$ cat src/rtl/serial_mode_pkg.sv
// -----------------------------------------------------------------------------
// serial_mode_pkg
// Shared definitions for the serial window sequencer:
//   - FSM state encodings (IDLE, RUN, WAIT, DONE)
//   - clog2_min1(): ceiling log2 clamped to a minimum of 1, used to size the
//     window row/column counters so a 1-wide dimension still gets a real bit.
// -----------------------------------------------------------------------------
package serial_mode_pkg;

    localparam int STATE_W = 2;

    localparam logic [1:0] ST_IDLE = 2'd0;
    localparam logic [1:0] ST_RUN  = 2'd1;
    localparam logic [1:0] ST_WAIT = 2'd2;
    localparam logic [1:0] ST_DONE = 2'd3;

    // Number of bits needed to index 'value' items, never less than 1.
    function automatic int clog2_min1(input int value);
        int width;
        width = 0;
        for (int w = 0; w < 31; w++) begin
            if ((32'sd1 <<< w) < value) begin
                width = w + 1;
            end else begin
                width = width;
            end
        end
        if (width < 1) begin
            width = 1;
        end else begin
            width = width;
        end
        return width;
    endfunction

endpackage

$ cat src/rtl/window_addr_gen.sv
// -----------------------------------------------------------------------------
// window_addr_gen
// Combinational base-address generator for one window of the sweep:
//   addr = (BASE_ADDR + row*STRIDE*FM_W + col*STRIDE) mod 2^ADDR_W
// The sum is formed in a widened datapath and then truncated, so an address
// that runs past the top of the ADDR_W space wraps silently.
// Ports:
//   row_i  [ROW_W-1:0]  : window row index
//   col_i  [COL_W-1:0]  : window column index
//   addr_o [ADDR_W-1:0] : feature base address of window (row_i, col_i)
// -----------------------------------------------------------------------------
module window_addr_gen
    import serial_mode_pkg::*;
#(
    parameter int ADDR_W    = 8,
    parameter int FM_W      = 4,
    parameter int STRIDE    = 1,
    parameter int BASE_ADDR = 9,
    parameter int ROW_W     = 1,
    parameter int COL_W     = 1
) (
    input  logic [ROW_W-1:0]  row_i,
    input  logic [COL_W-1:0]  col_i,
    output logic [ADDR_W-1:0] addr_o
);

    // Wide enough that no partial product or sum can overflow before truncation.
    localparam int WIDE_W = ADDR_W + ROW_W + COL_W
                          + clog2_min1(STRIDE + 1) + clog2_min1(FM_W + 1) + 1;

    localparam logic [WIDE_W-1:0] ROW_PITCH = WIDE_W'(STRIDE * FM_W);
    localparam logic [WIDE_W-1:0] COL_PITCH = WIDE_W'(STRIDE);
    localparam logic [WIDE_W-1:0] BASE_WIDE = WIDE_W'(BASE_ADDR);

    // Widened address sum, truncated to ADDR_W (modulo wrap).
    always_comb begin
        addr_o = ADDR_W'(BASE_WIDE
                         + (WIDE_W'(row_i) * ROW_PITCH)
                         + (WIDE_W'(col_i) * COL_PITCH));
    end

endmodule

$ cat src/rtl/serial_window_sequencer.sv
// -----------------------------------------------------------------------------
// serial_window_sequencer
// Steps a compute engine through an OUT_ROWS x OUT_COLS grid of windows in
// row-major order, one window per is_done_i handshake, then signals sweep
// completion.  FSM: IDLE -> RUN (one cycle per window or longer) -> WAIT (1)
// -> DONE (1) -> IDLE.  i_abort in RUN/WAIT returns to IDLE without a
// completion pulse; rst overrides everything.
// All outputs are registered; each is computed from the next state so it is
// valid in the same cycle the state register enters that state.
// Ports:
//   clk               : clock, rising edge
//   rst               : synchronous active-high reset
//   i_run_serial_mode : start request (sampled in IDLE only)
//   i_abort           : cancel the sweep (RUN/WAIT only)
//   is_done_i         : engine finished the current window (RUN only)
//   en                : engine enable, high in RUN
//   feature_baseaddr  : base address of current window, 0 outside RUN
//   win_row / win_col : current window indices, held outside RUN
//   win_start_o       : pulse on the first cycle of each window
//   busy              : high in every state except IDLE
//   is_done_o         : one-cycle sweep-complete pulse (DONE state)
// -----------------------------------------------------------------------------
module serial_window_sequencer
    import serial_mode_pkg::*;
#(
    parameter int  ADDR_W    = 8,
    parameter int  FM_W      = 4,
    parameter int  OUT_ROWS  = 2,
    parameter int  OUT_COLS  = 2,
    parameter int  STRIDE    = 1,
    parameter int  BASE_ADDR = 9,
    localparam int ROW_W     = clog2_min1(OUT_ROWS),
    localparam int COL_W     = clog2_min1(OUT_COLS)
) (
    input  logic              clk,
    input  logic              rst,
    input  logic              i_run_serial_mode,
    input  logic              i_abort,
    input  logic              is_done_i,
    output logic              en,
    output logic [ADDR_W-1:0] feature_baseaddr,
    output logic [ROW_W-1:0]  win_row,
    output logic [COL_W-1:0]  win_col,
    output logic              win_start_o,
    output logic              busy,
    output logic              is_done_o
);

    generate
        if ((OUT_ROWS < 1) || (OUT_COLS < 1) || (STRIDE < 1)) begin : g_param_check
            $error("serial_window_sequencer: OUT_ROWS, OUT_COLS and STRIDE must all be >= 1");
        end
    endgenerate

    localparam logic [ROW_W-1:0] ROW_LAST = ROW_W'(OUT_ROWS - 1);
    localparam logic [COL_W-1:0] COL_LAST = COL_W'(OUT_COLS - 1);
    localparam logic [ROW_W-1:0] ROW_ONE  = ROW_W'(1);
    localparam logic [COL_W-1:0] COL_ONE  = COL_W'(1);

    logic [STATE_W-1:0] state_q, state_d;
    logic [ROW_W-1:0]   row_q, row_d;
    logic [COL_W-1:0]   col_q, col_d;
    logic               win_start_d;
    logic               last_win_s;
    logic [ADDR_W-1:0]  addr_s;

    logic               en_q;
    logic [ADDR_W-1:0]  addr_q;
    logic               win_start_q;
    logic               busy_q;
    logic               done_q;

    assign last_win_s = (row_q == ROW_LAST) && (col_q == COL_LAST);

    // Address of the window the counters will point at next cycle.
    window_addr_gen #(
        .ADDR_W    (ADDR_W),
        .FM_W      (FM_W),
        .STRIDE    (STRIDE),
        .BASE_ADDR (BASE_ADDR),
        .ROW_W     (ROW_W),
        .COL_W     (COL_W)
    ) u_addr_gen (
        .row_i  (row_d),
        .col_i  (col_d),
        .addr_o (addr_s)
    );

    // Next-state, window-counter and window-start decisions.
    always_comb begin
        state_d     = state_q;
        row_d       = row_q;
        col_d       = col_q;
        win_start_d = 1'b0;
        case (state_q)
            ST_IDLE: begin
                if (i_run_serial_mode) begin
                    state_d     = ST_RUN;
                    row_d       = {ROW_W{1'b0}};
                    col_d       = {COL_W{1'b0}};
                    win_start_d = 1'b1;
                end else begin
                    state_d = ST_IDLE;
                end
            end
            ST_RUN: begin
                // Abort wins over a same-cycle completion.
                if (i_abort) begin
                    state_d = ST_IDLE;
                end else if (is_done_i) begin
                    if (last_win_s) begin
                        state_d = ST_WAIT;
                    end else begin
                        state_d     = ST_RUN;
                        win_start_d = 1'b1;
                        // Row-major advance: wrap the column, bump the row.
                        if (col_q == COL_LAST) begin
                            col_d = {COL_W{1'b0}};
                            row_d = row_q + ROW_ONE;
                        end else begin
                            col_d = col_q + COL_ONE;
                            row_d = row_q;
                        end
                    end
                end else begin
                    state_d = ST_RUN;
                end
            end
            ST_WAIT: begin
                if (i_abort) begin
                    state_d = ST_IDLE;
                end else begin
                    state_d = ST_DONE;
                end
            end
            ST_DONE: begin
                state_d = ST_IDLE;
            end
            default: begin
                state_d = ST_IDLE;
            end
        endcase
    end

    // State, counters and registered outputs; outputs decode the next state.
    always_ff @(posedge clk) begin
        if (rst) begin
            state_q     <= ST_IDLE;
            row_q       <= {ROW_W{1'b0}};
            col_q       <= {COL_W{1'b0}};
            en_q        <= 1'b0;
            addr_q      <= {ADDR_W{1'b0}};
            win_start_q <= 1'b0;
            busy_q      <= 1'b0;
            done_q      <= 1'b0;
        end else begin
            state_q     <= state_d;
            row_q       <= row_d;
            col_q       <= col_d;
            en_q        <= (state_d == ST_RUN);
            addr_q      <= (state_d == ST_RUN) ? addr_s : {ADDR_W{1'b0}};
            win_start_q <= win_start_d;
            busy_q      <= (state_d != ST_IDLE);
            done_q      <= (state_d == ST_DONE);
        end
    end

    assign en               = en_q;
    assign feature_baseaddr = addr_q;
    assign win_row          = row_q;
    assign win_col          = col_q;
    assign win_start_o      = win_start_q;
    assign busy             = busy_q;
    assign is_done_o        = done_q;

endmodule

$ cat config.mk
export PLATFORM = sky130hd
export DESIGN_NAME = serial_window_sequencer
export DESIGN_NICKNAME = d
export VERILOG_FILES = /design/src/rtl/serial_mode_pkg.sv /design/src/rtl/window_addr_gen.sv /design/src/rtl/serial_window_sequencer.sv
export SDC_FILE = /design/constraint.sdc
export NUM_CORES = 1
export LEC_CHECK = 0
export CORE_UTILIZATION = 35
export DETAILED_ROUTE_END_ITERATION = 7
export PLACE_DENSITY = 0.66
export SETUP_SLACK_MARGIN = 0.5
export SYNTH_ARGS = -nofsm -noshare
export SYNTH_HDL_FRONTEND = slang
export SYNTH_SLANG_ARGS = --single-unit
export TNS_END_PERCENT = 5
$ cat constraint.sdc
create_clock -name clk -period 1.1 [get_ports clk]
set_input_delay 0.11 -clock clk [delete_from_list [all_inputs] [get_ports clk]]
set_output_delay 0.11 -clock clk [all_outputs]
set_load 0.01 [all_outputs]
## Word level (Yosys, flattened, before mapping)

Index checks and enable logic that the tools add are counted.

- Register bits: 16
- Output and inout bits: 14
- Input bits: 5

- Reductions and logical operators: 4
- Equal/unequal tests: 5
- $add $sub $neg: 4
- Bitwise operators: 1
- Mux-type cells: 23

Operator list:

| kind | number |
|---|---|
| $mux W1 | 15 |
| $add A8 B1 Y8 | 1 |
| $mux W2 | 4 |
| $pmux W2 S4 | 1 |
| $eq A2 B2 Y1 const B | 3 |
| $pmux W1 S2 | 3 |
| $add A4 B3 Y5 const A | 1 |
| $eq A2 B1 Y1 const B | 2 |
| $add A1 B1 Y1 const B | 2 |
| $logic_not A2 Y1 | 1 |
| $reduce_bool A2 Y1 | 1 |
| $reduce_or A2 Y1 | 1 |
| $logic_and A1 B1 Y1 | 1 |
| $not A1 Y1 | 1 |

## Logic depth before layout (Yosys ltp)

Gate-level depths: netlist of the first run.

- Word-level depth: 8
- Depth in mapped cells: 4

## By module

From an unflattened synthesis of the first run, not the netlist that was laid out.

- Cell total of the unflattened synthesis: 65
- Area total of the unflattened synthesis: 644.4 um^2

By module, submodules not included:

| module | times used | seq. area each (um^2) | cells each | area each (um^2) |
|---|---|---|---|---|
| serial_window_sequencer | 1 | 320.3 | 55 | 580.6 |
| window_addr_gen | 1 | 0.0 | 10 | 63.8 |

## Least setup slack after synthesis of the first run

No wires, ideal clock.

- Path kind: reg2reg
- Start point: reg col_q (netlist: win_col)
- End point: reg addr_q[0] (netlist: feature_baseaddr[0])
- Cell stages (with the launch flop): 5
- Slack: -0.015 ns
- Data required time: 1.030 ns
- Path buffers: 1
- Setup time: 0.070 ns
- Arrival time: 1.045 ns
- Cells stage by stage: dfxtp_1 buf_2 and2_1 a2111o_1 o2bb2ai_1

- Word-level cells in the longest chain between the ends: 8
- Elaborated cells between the ends (all ways): 16

Ends and longest elaborated chain:

| item | RTL line | RTL |
|---|---|---|
| start, declared | serial_window_sequencer.sv:62 | `logic [COL_W-1:0] col_q, col_d;` |
| start signal, assigned | serial_window_sequencer.sv:150 | `col_q <= {COL_W{1'b0}};` |
| start signal, assigned | serial_window_sequencer.sv:159 | `col_q <= col_d;` |
| branches (longest 8 deep; another with $add A8 B1 Y8) | -- |  |
| end signal, assigned | serial_window_sequencer.sv:152 | `addr_q <= {ADDR_W{1'b0}};` |
| end signal, assigned | serial_window_sequencer.sv:161 | `addr_q <= (state_d == ST_RUN) ? addr_s : {ADDR_W{1'b0}};` |
| end, declared | serial_window_sequencer.sv:68 | `logic [ADDR_W-1:0] addr_q;` |

Several ways; the timed one is not identified.
A chain may end at the register's enable or synchronous reset.

## Worst setup path after layout of the first run

- Start point: reg state_q[0]
- End point: reg row_q (netlist: win_row)

- Word-level cells in the longest chain between the ends: 2
- Elaborated cells between the ends (all ways): 3

Ends and longest elaborated chain:

| item | RTL line | RTL |
|---|---|---|
| start, declared | serial_window_sequencer.sv:60 | `logic [STATE_W-1:0] state_q, state_d;` |
| start signal, assigned | serial_window_sequencer.sv:157 | `state_q <= state_d;` |
| $eq A2 B1 Y1 / $logic_not A2 Y1 (equally long branches) | serial_window_sequencer.sv:95 | `case (state_q)` |
| $pmux W1 S2 (*) | serial_window_sequencer.sv:95 |  |
| end signal, assigned | serial_window_sequencer.sv:149 | `row_q <= {ROW_W{1'b0}};` |
| end signal, assigned | serial_window_sequencer.sv:158 | `row_q <= row_d;` |
| end, declared | serial_window_sequencer.sv:61 | `logic [ROW_W-1:0] row_q, row_d;` |

Every way passes the cells marked *; elsewhere a longest branch is shown, timed or not.

==> impl_metrics.py, run 1 <==
metrics = {
    "placement": {
        "io_buffer_count": 14,
        "gp_routability_congestion": 0.769,
        "dp_hpwl_um": 816,
    },
    "timing": {
        "achievable-frequency_ghz": 0.898,
        "timing_max_transition_violations_final": 0,
        "tns_ns": -0.0141,
        "final-hold-violation-count": 0,
        "finalClockSkew_ns": 0.000884,
        "rsz0062_at_grt": "yes",
        "final_period_minus_worst_setup_slack_ns": 1.11,
        "layout_worst_path_cycle_share_pct": 101,
        "setup_violations": 1,
        "setup_ws_ns": -0.0141,
    },
    "grt": {
        "grt_first_pass_wirelength_um": 1790,
        "number_of_antenna_violations_at_the_first_check_in_global_routing": 0,
        "groute.usage.overall_pct": 17.2,
        "grt_start_max_net_pins": 10,
        "grt_pass1_vias": 391,
        "grt.overflow.total": 0,
    },
    "finish": {
        "insertedDiodeCount": 0,
        "layout-drive-gt1-share_pct": 46.7,
        "finalNetCount": 81,
        "multi_input_comb_area_um2": 295,
        "areaGrowthSynthToFinish_pct": 42.4,
        "layout.filler_cells": 119,
        "area.sequential_um2": 254,
    },
    "cts": {
        "cell_at_the_root_of_the_clock_tree": "sky130_fd_sc_hd__clkbuf_4",
        "insertion_delay_ns": 0.27,
        "ctsHoldBuffers": 0,
        "cts_setup_buffers": 0,
        "cts_made_buffers": 3,
        "cts_buffer_depth": 2,
        "maximum_level_of_the_cts_h_tree": 1,
        "tritoncts": "yes",
        "clk_sink_count": 12,
        "path_clk_slew_ns": 0.08,
    },
    "flow_run": {
        "maxCapViolCount": 0,
    },
    "yosys": {
        "synthDominantAreaCellType": "sky130_fd_sc_hd__dfxtp_1",
        "synth.ff_latch_count": 12,
        "post_synth_main_area_contributors": "sky130_fd_sc_hd__dfxtp_1, sky130_fd_sc_hd__buf_4, sky130_fd_sc_hd__a21oi_1",
        "synth.cell_area_um2": 532,
        "synth_largest_type_area_fraction_pct": 45.2,
        "netlist_top_cells_count": "sky130_fd_sc_hd__dfxtp_1, sky130_fd_sc_hd__a21oi_1, sky130_fd_sc_hd__buf_4, sky130_fd_sc_hd__nor2_1, sky130_fd_sc_hd__nor2b_1",
        "syn-mean-instance-area_um2": 9.67,
        "fraction_of_registers_with_async_set_reset_pct": 0,
        "postSynthCellCount": 55,
        "yosys.cell_count.top_type": "sky130_fd_sc_hd__dfxtp_1",
        "synth-main-ff-cell": "sky130_fd_sc_hd__dfxtp_1",
        "ys.warnings.count": 0,
        "synth.lib_cells_used.distinct": 27,
        "synth_seq_area_share_pct": 45.2,
        "synth_enable_flop_cells": 0,
    },
    "drt": {
        "wl_per_cell_um": 12.6,
        "total_vias_in_the_final_route": 476,
        "initialDrtViolationCount": 10,
        "vias_per_cell": 5.29,
        "routed_wl_um": 1140,
        "drtPass1Iterations": 4,
        "drcViolationCount": 0,
        "detail-route-antenna-nets": 0,
    },
    "worst_setup_path": {
        "worst_setup_path_start_kind": "register",
        "critPathCaptureType": "register",
        "worst_r2r_startpoint": "state_q[0]",
        "rrSetupSlack_ns": -0.01,
        "worst_path_largest_cell_delay_ns": 0.41,
        "path_cells": "or3b_4 > a32oi_1 > nor2_1",
        "crit_arrival_ns": 1.28,
        "required_ns": 1.27,
        "crit_path_max_fanout": 6,
        "critPathCapture": "win_row",
        "reg2regPathDepth": 3,
        "critical_path.startpoint": "state_q[0]",
        "r2r-end": "win_row",
        "worstSetupPathType": "reg -> reg",
        "timing.critical_path.slowest_stage_cell": "sky130_fd_sc_hd__or3b_4",
    },
    "power": {
        "power_frac_comb_pct": 15.0,
        "total_power_uw": 963,
        "peakVddDrop_mv": 0.582,
        "clkPwrFrac_pct": 36.8,
        "fraction_of_power_spent_switching_nets_pct": 24.4,
        "powerDensity_nw_per_um2": 1270,
        "power_frac_seq_pct": 48.2,
        "internal_power_uw": 728,
        "static_leakage_nw": 0.313,
        "power.net_switching_uw": 235,
    },
    "run_status": {
        "failing_checks": "setup timing",
        "outcome": "complete, but fails checks",
    },
    "floorplan": {
        "design.portCount": 19,
        "die_h_um": 41.0,
        "rows": 13,
        "start_util_pct": 39.4,
        "die_width_um": 41.0,
        "die_area_um2": 1680,
        "core_um2": 1350,
    },
    "worst_hold_path": {
        "hp-class": "in -> reg",
    },
}
-- metrics by stage --
step	util (%)	worst slack, ns	cells	hold WS [ns]	area, µm²
after global placement	52.5	-0.292	86	0.606	709
after CTS	53.3	-0.00672	90	0.333	719
final	56.1	-0.0141	90	0.368	757
after floorplan	-	0.0585	58	0.262	558
after detailed placement	52.5	-0.319	86	0.624	709
after global routing	56.1	-0.0361	90	0.364	757
-- state kept, by name (all words and copies together) (netlist names) --
signal	flops
busy	1
en	1
feature_baseaddr	4
is_done_o	1
state_q	2
win_col	1
win_row	1
win_start_o	1
-- power by group through the flow --
stage          Clock [mW]  Sequential (mW)  Combinational [mW]
4_1_cts             0.354            0.462               0.130
2_1_floorplan           0            0.482              0.0768
3_3_place_gp            0            0.476               0.144
5_1_grt             0.388            0.468               0.158
3_5_place_dp            0            0.477               0.145
6_report            0.354            0.464               0.144
-- cell type report --
cell class | count | area share (%)
Tap cell | 15 | 2.48
Inverter | 1 | 0.496
Clock buffer | 4 | 4.79
Sequential cell | 12 | 33.6
Timing Repair Buffer | 19 | 19.7
Multi-Input combinational cell | 39 | 39.0
-- cells in the final DEF, fill, tap and decap left out --
cell                              count
sky130_fd_sc_hd__dfxtp_1              7
sky130_fd_sc_hd__buf_2                6
sky130_fd_sc_hd__a21oi_1              5
sky130_fd_sc_hd__buf_4                5
sky130_fd_sc_hd__nor2_1               4
sky130_fd_sc_hd__conb_1               4
sky130_fd_sc_hd__clkbuf_4             3
sky130_fd_sc_hd__dlygate4sd2_1        3
sky130_fd_sc_hd__buf_6                3
sky130_fd_sc_hd__dfxtp_4              3
sky130_fd_sc_hd__nor2b_2              2
sky130_fd_sc_hd__nand2_1              2
sky130_fd_sc_hd__nor3b_2              2
sky130_fd_sc_hd__nor3_1               2
sky130_fd_sc_hd__nand3_1              2
sky130_fd_sc_hd__dfxtp_2              2
sky130_fd_sc_hd__or2_2                1
sky130_fd_sc_hd__a41oi_1              1
sky130_fd_sc_hd__nor3b_4              1
sky130_fd_sc_hd__or3b_4               1
sky130_fd_sc_hd__a32oi_1              1
sky130_fd_sc_hd__nand2b_4             1
sky130_fd_sc_hd__nor4bb_4             1
sky130_fd_sc_hd__and2_4               1
sky130_fd_sc_hd__a211oi_2             1
sky130_fd_sc_hd__nor3b_1              1
sky130_fd_sc_hd__o22ai_1              1
sky130_fd_sc_hd__o21bai_1             1
sky130_fd_sc_hd__nor2b_1              1
sky130_fd_sc_hd__xor2_1               1
sky130_fd_sc_hd__inv_1                1
sky130_fd_sc_hd__a2111o_1             1
sky130_fd_sc_hd__o2bb2ai_1            1
sky130_fd_sc_hd__clkbuf_8             1
sky130_fd_sc_hd__clkdlybuf4s50_1      1
sky130_fd_sc_hd__clkdlybuf4s15_2      1
-- routing by layer --
metal	GRT usage (%)	up-vias	routed length, µm	share of wire (%)
met5	0	-	0	0
met4	15.0	0	20	1.8
met3	3.26	2	70	6.2
met2	21.9	22	511	45
met1	23.9	220	534	47
li1	-	232	-	-
-- worst max-delay path, delay by kind of cell, from the launching register on --
family | cells | cell delay, ns
compound gates | 1 | 0.17
flops | 1 | 0.37
simple gates | 2 | 0.47
-- how the worst min path moves through the flow --
stage / startpoint / to / slack (ns) / cells past startpoint
2_1_floorplan: is_done_i / win_start_o / 0.26 / 2
3_3_place_gp: win_col / win_row / 0.61 / 2
3_5_place_dp: win_col / state_q[1] / 0.62 / 2
4_1_cts: is_done_i / state_q[1] / 0.33 / 3
5_1_grt: is_done_i / state_q[1] / 0.36 / 3
6_report: is_done_i / state_q[1] / 0.37 / 3
-- logic make-up after synthesis --
| kind of cell | after synthesis | synth area share, % |
|---|---|---|
| AO/OA/AOI/OAI | 12 | 15.8 |
| AND/OR/NAND/NOR | 22 | 28.7 |
| XOR/XNOR | 1 | 1.65 |
| flip-flops | 12 | 45.2 |
| other | 1 | 0.705 |
| buffers and inverters | 7 | 8.00 |
-- timing repair --
action | 4_1_cts | 5_1_grt
hold endpoints to repair | 0 | 0
gates resized for setup | 48 | 8
pin swaps | 2 | 3
endpoints found under the setup margin | 22 | 22
No activity file was read; power rests on OpenSTA's default activity.
==> inputs of run 2 (changes only) <==
--- a/config.mk
+++ b/config.mk
@@ -6,6 +6,7 @@
 export NUM_CORES = 1
 export LEC_CHECK = 0
 export CORE_UTILIZATION = 35
+export CTS_BUF_LIST = sky130_fd_sc_hd__clkbuf_16
 export DETAILED_ROUTE_END_ITERATION = 7
 export PLACE_DENSITY = 0.66
 export SETUP_SLACK_MARGIN = 0.5
==> constraint.sdc (replaced) <==
create_clock -name clk -period 1 [get_ports clk]
set_input_delay 0.1 -clock clk [delete_from_list [all_inputs] [get_ports clk]]
set_output_delay 0.1 -clock clk [all_outputs]
set_load 0.01 [all_outputs]
==> run 2 against run 1 <==
  * The run still ends with setup timing left
  * Worst setup slack worse by 0.10 ns
  * Sequential share of layout area shrank 3.8 points
  * Combinational power rose by 25%
==> impl_metrics.py, run 2 (synthesized netlist as in run 1, its figures left out) <==
metrics = {
    "drt": {
        "vias_per_cell": 5.03,
        "wl_per_cell_um": 13.9,
        "initialDrtViolationCount": 14,
        "drcViolationCount": 0,
        "detail-route-antenna-nets": 0,
        "total_vias_in_the_final_route": 483,
        "drtPass1Iterations": 7,
        "routed_wl_um": 1330,
    },
    "timing": {
        "finalClockSkew_ns": 0.00678,
        "layout_worst_path_cycle_share_pct": 112,
        "timing_max_transition_violations_final": 0,
        "achievable-frequency_ghz": 0.895,
        "setup_violations": 8,
        "final-hold-violation-count": 0,
        "final_period_minus_worst_setup_slack_ns": 1.12,
        "rsz0062_at_grt": "yes",
        "tns_ns": -0.555,
        "setup_ws_ns": -0.118,
    },
    "cts": {
        "tritoncts": "yes",
        "insertion_delay_ns": 0.24,
        "cell_at_the_root_of_the_clock_tree": "sky130_fd_sc_hd__clkbuf_16",
        "path_clk_slew_ns": 0.05,
        "clk_sink_count": 12,
        "maximum_level_of_the_cts_h_tree": 1,
        "cts_buffer_depth": 2,
        "cts_made_buffers": 3,
    },
    "finish": {
        "largest_register_ff_count": 4,
        "finalNetCount": 87,
        "design_area_um2": 841,
        "utilization_pct": 62.3,
        "areaGrowthSynthToFinish_pct": 58.1,
        "insertedDiodeCount": 0,
        "layout-drive-gt1-share_pct": 51.9,
        "layout.cells.most_common_list": "sky130_fd_sc_hd__buf_4, sky130_fd_sc_hd__dfxtp_1, sky130_fd_sc_hd__buf_2, sky130_fd_sc_hd__nor2_1, sky130_fd_sc_hd__conb_1",
        "mostFrequentLayoutCell": "sky130_fd_sc_hd__buf_4",
    },
    "worst_setup_path": {
        "crit_arrival_ns": 1.25,
        "rrSetupSlack_ns": -0.12,
        "worstSetupPathType": "reg -> reg",
        "critPathCaptureType": "register",
        "required_ns": 1.13,
        "worst_setup_path_start_kind": "register",
        "crit_path_max_fanout": 7,
    },
    "placement": {
        "post_place_setup_slack_ns": -0.373,
        "gp_routability_congestion": 0.785,
        "dp_hpwl_um": 921,
        "placement.cell_area_um2": 754,
        "io_buffer_count": 14,
    },
    "floorplan": {
        "design.portCount": 19,
        "die_h_um": 41.0,
        "rows": 13,
        "start_util_pct": 39.4,
        "core_um2": 1350,
        "die_width_um": 41.0,
        "die_area_um2": 1680,
    },
    "power": {
        "clkPwrFrac_pct": 51.9,
        "power_frac_seq_pct": 35.5,
        "powerDensity_nw_per_um2": 1710,
        "power_frac_comb_pct": 12.5,
        "internal_power_mw": 1.12,
        "static_leakage_nw": 0.368,
        "fraction_of_power_spent_switching_nets_pct": 22.0,
        "power.net_switching_uw": 316,
        "peakVddDrop_mv": 1.07,
    },
    "run_status": {
        "failing_checks": "setup timing",
        "outcome": "complete, but fails checks",
    },
    "worst_hold_path": {
        "hp-class": "in -> reg",
    },
    "grt": {
        "grt.overflow.total": 0,
        "number_of_antenna_violations_at_the_first_check_in_global_routing": 0,
        "grt_first_pass_wirelength_um": 1970,
        "groute.usage.overall_pct": 19.7,
        "grt_start_max_net_pins": 8,
        "grt_pass1_vias": 454,
    },
    "flow_run": {
        "maxCapViolCount": 0,
    },
}
==> run 2: worst max-delay path, cell delays in order (launching register included) <==
cell                      delay [ns]
sky130_fd_sc_hd__dfxtp_4        0.38
sky130_fd_sc_hd__or3b_4         0.40
sky130_fd_sc_hd__a32oi_1        0.16
sky130_fd_sc_hd__nor2_1         0.06
==> run 2: worst paths after layout <==
path	from	end	cells after the start
worst max register to register	state_q[1]	win_row	3
worst max-delay path	state_q[1]	win_row	3
worst min register to register	state_q[0]	state_q[0]	2
worst min-delay path	i_run_serial_mode	state_q[0]	3
==> run 2: metal layers <==
layer | share of wire, % | track usage, % | up-vias
met1 | 45 | 22.9 | 218
met3 | 4.4 | 3.26 | 4
met2 | 48 | 31.6 | 20
met5 | 0 | 0 | -
met4 | 2.6 | 15.0 | 0
li1 | - | - | 241
==> run 2: layout make-up <==
type	count	area, µm²
Clock buffer	3	75.1
Tap cell	15	18.8
Clock inverter	1	3.75
Fill cell	117	509
Multi-Input combinational cell	39	309
Sequential cell	12	250
Timing Repair Buffer	25	180
Inverter	1	3.75
==> run 2: power groups by stage <==
stage | registers (mW) | logic [mW] | clock network [mW]
global route | 0.513 | 0.195 | 0.774
CTS | 0.511 | 0.173 | 0.761
global placement | 0.523 | 0.175 | 0
detailed placement | 0.523 | 0.177 | 0
floorplan | 0.530 | 0.0845 | 0
finish | 0.511 | 0.180 | 0.746
==> run 2: stage by stage <==
step / hold WS (ns) / power (mW) / instances
CTS: 0.485 / 1.45 / 96
detailed placement: 0.623 / 0.700 / 92
floorplan: 0.252 / 0.615 / 58
finish: 0.368 / 1.44 / 96
global route: 0.394 / 1.48 / 96
global placement: 0.605 / 0.698 / 92
==> run 2: repair_timing <==
action,in CTS,in global routing
setup endpoints to repair,22,22
hold buffers,0,0
buffers inserted,0,0
resized for setup,47,8
pin swaps,4,1
==> inputs of run 3 (changes only) <==
--- a/config.mk
+++ b/config.mk
@@ -8,6 +8,7 @@
 export CORE_UTILIZATION = 35
 export CTS_BUF_LIST = sky130_fd_sc_hd__clkbuf_16
 export DETAILED_ROUTE_END_ITERATION = 7
+export HOLD_SLACK_MARGIN = 0.15
 export PLACE_DENSITY = 0.66
 export SETUP_SLACK_MARGIN = 0.5
 export SYNTH_ARGS = -nofsm -noshare
==> results of run 3 <==
Same layout as run 2: the final DEF is identical, and so are final timing and power.
